--- src/rtl/bit_serializer_if.sv ---
// Handshake and serial-output bundle for bit_serializer.
// The slave modport is the serializer; the master modport is whoever feeds it words.
interface bit_serializer_if #(
    parameter int DATA_W = 8
) ();
    logic [DATA_W-1:0] in_data;
    logic              in_valid;
    logic              in_ready;
    logic              dout_bit;
    logic              bit_valid;
    logic              bit_tick;
    logic              frame_done;
    logic              busy;

    modport master (
        output in_data, in_valid,
        input  in_ready, dout_bit, bit_valid, bit_tick, frame_done, busy
    );

    modport slave (
        input  in_data, in_valid,
        output in_ready, dout_bit, bit_valid, bit_tick, frame_done, busy
    );
endinterface

--- src/rtl/bit_serializer.sv ---
// Parallel-to-serial front end: MSB-first, DIV clocks per bit, gapless back-to-back frames.
// Define SER_PARITY_EN to append one even-parity bit period after the data bits.
module bit_serializer #(
    parameter int DATA_W = 8,
    parameter int DIV    = 1
) (
    input  logic              clk,
    input  logic              reset,
    bit_serializer_if.slave   bus
);
    localparam int DIV_W = (DIV > 1) ? $clog2(DIV) : 1;
    localparam int CNT_W = $clog2(DATA_W);
    localparam logic [DIV_W-1:0] DIV_LAST = DIV_W'(DIV - 1);
    localparam logic [CNT_W-1:0] CNT_LAST = CNT_W'(DATA_W - 1);

    typedef enum logic [1:0] {S_IDLE, S_SHIFT, S_PARITY} state_e;

    state_e            state_q, state_d;
    logic [DATA_W-1:0] shreg_q, shreg_d;
    logic [DIV_W-1:0]  div_q,   div_d;
    logic [CNT_W-1:0]  cnt_q,   cnt_d;
`ifdef SER_PARITY_EN
    logic              par_q,   par_d;
`endif

    logic tick, frame_end, ready, accept;

    // Bit-period and framing decodes depend only on registered state, never on in_valid.
    always_comb begin
        tick = (state_q != S_IDLE) && (div_q == DIV_LAST);
`ifdef SER_PARITY_EN
        frame_end = tick && (state_q == S_PARITY);
`else
        frame_end = tick && (state_q == S_SHIFT) && (cnt_q == CNT_LAST);
`endif
        ready  = (state_q == S_IDLE) || frame_end;
        accept = bus.in_valid && ready;
    end

    // NOTE: every variable gets a default at the top of always_comb so no path leaves it unassigned (no latch).
    always_comb begin
        state_d = state_q;
        shreg_d = shreg_q;
        div_d   = div_q;
        cnt_d   = cnt_q;
`ifdef SER_PARITY_EN
        par_d   = par_q;
`endif
        case (state_q)
            S_SHIFT: begin
                if (tick) begin
                    div_d   = '0;
                    shreg_d = {shreg_q[DATA_W-2:0], 1'b0};
                    cnt_d   = cnt_q + 1'b1;
                    if (cnt_q == CNT_LAST) begin
                        cnt_d = '0;
`ifdef SER_PARITY_EN
                        state_d = S_PARITY;
`else
                        state_d = S_IDLE;
`endif
                    end
                end else begin
                    div_d = div_q + 1'b1;
                end
            end
`ifdef SER_PARITY_EN
            S_PARITY: begin
                if (tick) begin
                    div_d   = '0;
                    state_d = S_IDLE;
                end else begin
                    div_d = div_q + 1'b1;
                end
            end
`endif
            S_IDLE:  ;
            default: state_d = S_IDLE;
        endcase

        // A word accepted on the frame's last clock overrides the return to IDLE.
        if (accept) begin
            state_d = S_SHIFT;
            shreg_d = bus.in_data;
            div_d   = '0;
            cnt_d   = '0;
`ifdef SER_PARITY_EN
            par_d   = ^bus.in_data;
`endif
        end
    end

    // NOTE: sequential state uses non-blocking assignments so every flop samples pre-edge values.
    always_ff @(posedge clk or posedge reset) begin
        if (reset) begin
            state_q <= S_IDLE;
            shreg_q <= '0;
            div_q   <= '0;
            cnt_q   <= '0;
`ifdef SER_PARITY_EN
            par_q   <= 1'b0;
`endif
        end else begin
            state_q <= state_d;
            shreg_q <= shreg_d;
            div_q   <= div_d;
            cnt_q   <= cnt_d;
`ifdef SER_PARITY_EN
            par_q   <= par_d;
`endif
        end
    end

    always_comb begin
        bus.dout_bit  = 1'b0;
        bus.bit_valid = 1'b0;
        case (state_q)
            S_SHIFT: begin
                bus.dout_bit  = shreg_q[DATA_W-1];
                bus.bit_valid = 1'b1;
            end
`ifdef SER_PARITY_EN
            S_PARITY: begin
                bus.dout_bit  = par_q;
                bus.bit_valid = 1'b1;
            end
`endif
            default: ;
        endcase
    end

    assign bus.in_ready   = ready;
    assign bus.bit_tick   = tick;
    assign bus.frame_done = frame_end;
    assign bus.busy       = (state_q != S_IDLE);

endmodule

--- src/flat_wrapper.sv ---
// flat-port wrapper written by rule: the top's interface ports become plain ports
module bit_serializer_flat 
#(
    parameter int DATA_W = 8,
    parameter int DIV    = 1
)
  (clk, reset, bus_in_data, bus_in_valid, bus_in_ready, bus_dout_bit, bus_bit_valid, bus_bit_tick, bus_frame_done, bus_busy);
  bit_serializer_if #(.DATA_W(DATA_W)) bus_i ();
  input  logic clk;
  input  logic reset;
  input wire logic [$bits(bus_i.in_data)-1:0] bus_in_data;
  input wire logic [$bits(bus_i.in_valid)-1:0] bus_in_valid;
  output wire logic [$bits(bus_i.in_ready)-1:0] bus_in_ready;
  output wire logic [$bits(bus_i.dout_bit)-1:0] bus_dout_bit;
  output wire logic [$bits(bus_i.bit_valid)-1:0] bus_bit_valid;
  output wire logic [$bits(bus_i.bit_tick)-1:0] bus_bit_tick;
  output wire logic [$bits(bus_i.frame_done)-1:0] bus_frame_done;
  output wire logic [$bits(bus_i.busy)-1:0] bus_busy;
  assign bus_i.in_data = bus_in_data;
  assign bus_i.in_valid = bus_in_valid;
  assign bus_in_ready = bus_i.in_ready;
  assign bus_dout_bit = bus_i.dout_bit;
  assign bus_bit_valid = bus_i.bit_valid;
  assign bus_bit_tick = bus_i.bit_tick;
  assign bus_frame_done = bus_i.frame_done;
  assign bus_busy = bus_i.busy;
  bit_serializer #(.DATA_W(DATA_W), .DIV(DIV)) u_core (.clk(clk), .reset(reset), .bus(bus_i));
endmodule
--- config.mk ---
export PLATFORM = sky130hd
export DESIGN_NAME = bit_serializer_flat
export DESIGN_NICKNAME = d
export VERILOG_FILES = /design/src/rtl/bit_serializer_if.sv /design/src/rtl/bit_serializer.sv /design/src/flat_wrapper.sv
export SDC_FILE = /design/constraint.sdc
export NUM_CORES = 1
export LEC_CHECK = 0
export CELL_PAD_IN_SITES_DETAIL_PLACEMENT = 1
export CELL_PAD_IN_SITES_GLOBAL_PLACEMENT = 1
export CORE_MARGIN = 5
export CORE_UTILIZATION = 38
export DETAILED_ROUTE_END_ITERATION = 10
export GPL_ROUTABILITY_DRIVEN = 1
export GPL_TIMING_DRIVEN = 0
export PLACE_DENSITY = 0.8
export SYNTH_ARGS = -nofsm -noshare
export SYNTH_HDL_FRONTEND = slang
export SYNTH_SLANG_ARGS = --single-unit
--- constraint.sdc ---
create_clock -name clk -period 1.75 [get_ports clk]
set_input_delay 0.2625 -clock clk [delete_from_list [all_inputs] [get_ports clk]]
set_output_delay 0.2625 -clock clk [all_outputs]
set_load 0.1 [all_outputs]
== After elaboration in Yosys (flattened, before gate mapping) ==
Index checks and enable logic that the tools add are counted.
Word-level totals
  register bits: 14
  bits of input ports: 11
  output and inout bits: 6
Cells by class
  add/subtract/negate cells: 2
  eq/ne operators: 5
  muxes and demuxes: 16
  bitwise logic cells: 1
  reductions and logical operators: 11
Operators by type and width (count)
  $mux W8: 3
  $mux W3: 4
  $mux W2: 3
  $ne A3 B2 Y1 const B: 2
  $reduce_bool A2 Y1: 3
  $mux W1: 5
  $logic_and A1 B1 Y1: 4
  $pmux W2 S2: 1
  $add A3 B1 Y3 const B: 1
  $eq A3 B3 Y1 const B: 1
  $reduce_and A3 Y1: 1
  $eq A2 B1 Y1 const B: 1
  $logic_not A2 Y1: 1
  $ne A2 B1 Y1 const B: 1
  $reduce_and A2 Y1: 1
  $add A1 B1 Y1 const B: 1
  $logic_or A1 B1 Y1: 1
  $not A1 Y1: 1

== Longest topological paths before layout ==
  depth in word-level cells: 8
  mapped depth: 5
  depth with buffers taken out: 5

== Worst setup path before layout ==
Ideal clock, no wire load.
  kind: register -> register
  start point: register u_core.cnt_q[0]
  end point: register u_core.shreg_q[0]
  arrival: 3.335 ns
  required time: 1.673 ns
  setup slack: -1.662 ns
  cell stages (with the launch flop): 6
  buffers on the path: 0
  clock period less this slack: 3.412 ns
  path through: dfrtp_1 -> ha_1 -> ha_1 -> inv_1 -> o21ai_0 -> a32o_1
On the way
  cells in the longest elaborated chain, start to end: 6
  elaborated cells on any way between the ends: 8
  classes of those cells: 1 x eq/ne; 1 x mux; 6 x reduce/logical
Ends and longest elaborated chain
  start, declared: RTL line bit_serializer.sv:21  | logic [CNT_W-1:0] cnt_q, cnt_d;
  start signal, assigned: RTL line bit_serializer.sv:107  | cnt_q <= cnt_d;
  $eq A3 B3 Y1 *: RTL line bit_serializer.sv:34  | frame_end = tick && (state_q == S_SHIFT) && (cnt_q == CNT_LAST);
  $logic_and A1 B1 Y1 *: RTL line bit_serializer.sv:34
  $logic_or A1 B1 Y1 *: RTL line bit_serializer.sv:36  | ready = (state_q == S_IDLE) || frame_end;
  named net bus_in_ready: RTL line flat_wrapper.sv:13  | output wire logic [$bits(bus_i.in_ready)-1:0] bus_in_ready;
  $logic_and A1 B1 Y1 *: RTL line bit_serializer.sv:37  | accept = bus.in_valid && ready;
  $reduce_bool A2 Y1 (no line)
  $reduce_and A2 Y1 (no line)
  end signal, assigned: RTL line bit_serializer.sv:105  | shreg_q <= shreg_d;
  end, declared: RTL line bit_serializer.sv:19  | logic [DATA_W-1:0] shreg_q, shreg_d;
Mark *: on every way through the listed nets, which the timed path passes. The rest lies on a longest branch.
A chain may end at the register's enable or synchronous reset.

== Worst setup path after layout ==
  start point: register u_core.state_q[0]
  end point: output port bus_dout_bit
On the way
  cells in the longest elaborated chain, start to end: 2
Ends and longest elaborated chain
  start, declared: RTL line bit_serializer.sv:18  | state_e state_q, state_d;
  start signal, assigned: RTL line bit_serializer.sv:104  | state_q <= state_d;
  $eq A2 B1 Y1: RTL line bit_serializer.sv:117  | case (state_q)
  $mux W1: RTL line bit_serializer.sv:117
  end, declared: RTL line flat_wrapper.sv:14  | output wire logic [$bits(bus_i.dout_bit)-1:0] bus_dout_bit;
No other way between the ends.

==> results.md <==
- Nets: 115
- WS Path Type: reg -> out
- Status: finished clean
- H-tree levels: 1
- Synth area leaders: dfrtp_1, mux2i_1, nand2b_1
- Share of layout cells above drive strength 1: 0.327
- Max Cap Viol: 0
- DRT Pass-1 Iters: 4
- CTS root buffer: clkbuf_4
- Finished Cell Area: 1130 µm²
- Reg2reg setup slack: 0.30 ns
- ANT cells: 0
- Die width: 56.2 µm
- Largest net degree at the start of global routing: 14
- Initial antenna violation count: 0
- Highest Clock Rate: 582 MHz
- Core area: 2000 µm²
- Gpl congestion: 0.707
- Arr. time, crit path: 1.46 ns
- Vias in the first global route: 812
- DRT Wirelength: 2.13 mm
- Required @ worst endpoint: 1.49 ns
- CP Max Fanout: 10
- Global route overflow: 0
- Worst vdd ir: 1.23 mV
- Global-route wire length before repair: 3.85 mm
- Setup violators final: 0
- Area delta synth->final: 39.5%
- # rows: 16
- Yosys warnings: 0
- Placed Area: 1030 µm²
- Gate power share: 0.640
- Reg power frac: 0.258
- CP Launch Type: register
- Setup crit end kind: primary output
- Cell area power density: 1750 nW/µm²
- Setup WS pre-CTS: -0.714 ns
- DRC errors left: 0
- TritonCTS Sinks: 13
- Syn_nets: 91
- Mapped cell area: 811 µm²
- Skew final: 0.00230 ns
- Routed wire per std cell: 16.6 µm
- Starting density of the core: 0.405
- Max-slew violations: 0
- Die Height: 56.2 µm
- Area leader, netlist: dfrtp_1
- Number of synthesized register bits: 13
- Vias per Instance: 5.43
- Worst Max-Slew Pin Slew: 0.559 ns
- I/O Pins: 17
- Initial DRC count: 10
- Netlist cell types: 28
- CTS Buf Count: 3
- Post-synth top area share: 0.401
- Total number of vias: 695
- Clock buffer depth: 2
- CTS tree: yes
- Post-DRT Antenna Nets: 0
- Fin crit share: 0.983
- Hold Path Class: in -> async
- Setup ws final: 0.0305 ns
- Clock power share: 0.102
- Sequential cell area fraction in the yosys report: 0.401
- Cells after Synth: 78
- Post-route minimum period: 1.72 ns
- Final Hold Viols: 0
- I/O Buffers: 16
- Clk_lat worst skew: 0.29 ns
- Avg Inst Size Synth: 10.4 µm²
- Slew margin rel.: 0.629
- Leakage dissipation: 0.540 nW
- Post-DP HPWL: 1.50 mm
- Int Pwr: 1.06 mW
- Net Switching: 0.916 mW
- Reg clk slew, reported paths: 0.09 ns
- Switching Share: 0.463
- Total Routing Usage GR: 0.157
- Die area: 3160 µm²
-- registers in the layout, summed over array words and instances, names as in the netlist --
signal	cells
u_core.shreg_q	8
u_core.cnt_q	3
u_core.div_q	1
u_core.state_q	1
-- worst paths after layout --
path                                    from           endpoint  cells past startpoint
setup / recovery           u_core.state_q[0]       bus_dout_bit                      4
hold / removal                         reset  u_core.shreg_q[6]                      2
setup reg to reg           u_core.state_q[0]  u_core.shreg_q[6]                      4
hold reg to reg            u_core.shreg_q[0]  u_core.shreg_q[0]                      1
max in group asynchronous              reset  u_core.state_q[0]                      2
min in group clk           u_core.shreg_q[0]  u_core.shreg_q[0]                      1
-- power by group through the flow --
stage / clock network, mW / registers, mW / logic (mW)
after floorplan: 0 / 0.536 / 0.840
after global placement: 0 / 0.507 / 1.07
after detailed placement: 0 / 0.516 / 1.10
after CTS: 0.199 / 0.515 / 1.20
after global routing: 0.208 / 0.528 / 1.38
final: 0.201 / 0.511 / 1.27
-- synthesized netlist by cell type --
cell type  count
a32o_1         1
nand2b_1       8
and2_1         3
nor3_1         2
mux2i_1        6
a22o_1         2
a221oi_1       1
ha_1           2
buf_6          1
nor3b_1        1
and2b_2        1
o21ai_2        1
buf_4          3
a21o_1         1
a21oi_1        5
a31o_1         2
clkinv_1       1
or2_2          1
o21ai_0        1
mux2_4         3
nand2_1        1
nand2_4        1
a211oi_1       2
o22ai_1        6
inv_1          4
dfrtp_1       13
nor2_1         3
mux2_2         2
-- layout by cell type, fill, tap and decap left out, types with 3 or more instances in the layout --
master	netlist	layout
a21oi_1	5	5
o22ai_1	6	6
inv_1	4	3
mux2i_1	6	6
clkdlybuf4s50_1	0	10
mux2_4	3	3
clkbuf_4	0	3
dfrtp_1	13	12
nand2b_1	8	7
buf_4	3	5
-- cells by family after synthesis --
logic type,Yosys count,synth area share
compound gates,22,0.188
flops,13,0.401
fa+ha+maj,2,0.0309
buf+inv,9,0.0648
mux,11,0.157
simple gates,21,0.157
-- what timing repair did --
| action | CTS | global route |
|---|---|---|
| hold buffers | 0 | 0 |
| gates resized for setup | 41 | 5 |
| buffers inserted | 1 | 2 |
| setup endpoints to repair | 6 | 4 |
| cloned | 0 | 0 |
-- layer usage --
metal,track usage,wire length (µm)
met2,0.257,1060
met4,0.0881,53
met5,0,0
met3,0.0278,57
met1,0.192,956
-- worst max-delay path, cell delays in order (launching register included) --
cell and delay [ns]:
dfrtp_4 0.51, buf_8 0.16, buf_6 0.14, and2_2 0.19, buf_12 0.16
-- per-stage QoR --
stage | utilization | power, mW | std cells | TNS (ns) | hold slack, ns
floorplan | - | 1.38 | 78 | 0 | 0.139
global placement | 0.514 | 1.57 | 121 | -2.62 | 0.476
detailed placement | 0.514 | 1.62 | 121 | -2.73 | 0.477
CTS | 0.549 | 1.91 | 126 | 0 | 0.334
global route | 0.565 | 2.11 | 128 | -0.0131 | 0.374
finish | 0.565 | 1.98 | 128 | 0 | 0.309
-- area by class of cell --
class | count | area [µm²]
Fill cell | 222 | 871
Multi-Input combinational cell | 56 | 470
Sequential cell | 13 | 329
Timing Repair Buffer | 19 | 208
Buffer | 4 | 45.0
Tap cell | 27 | 33.8
Clock buffer | 4 | 26.3
Inverter | 5 | 18.8
No activity file was read; power rests on OpenSTA's default activity.
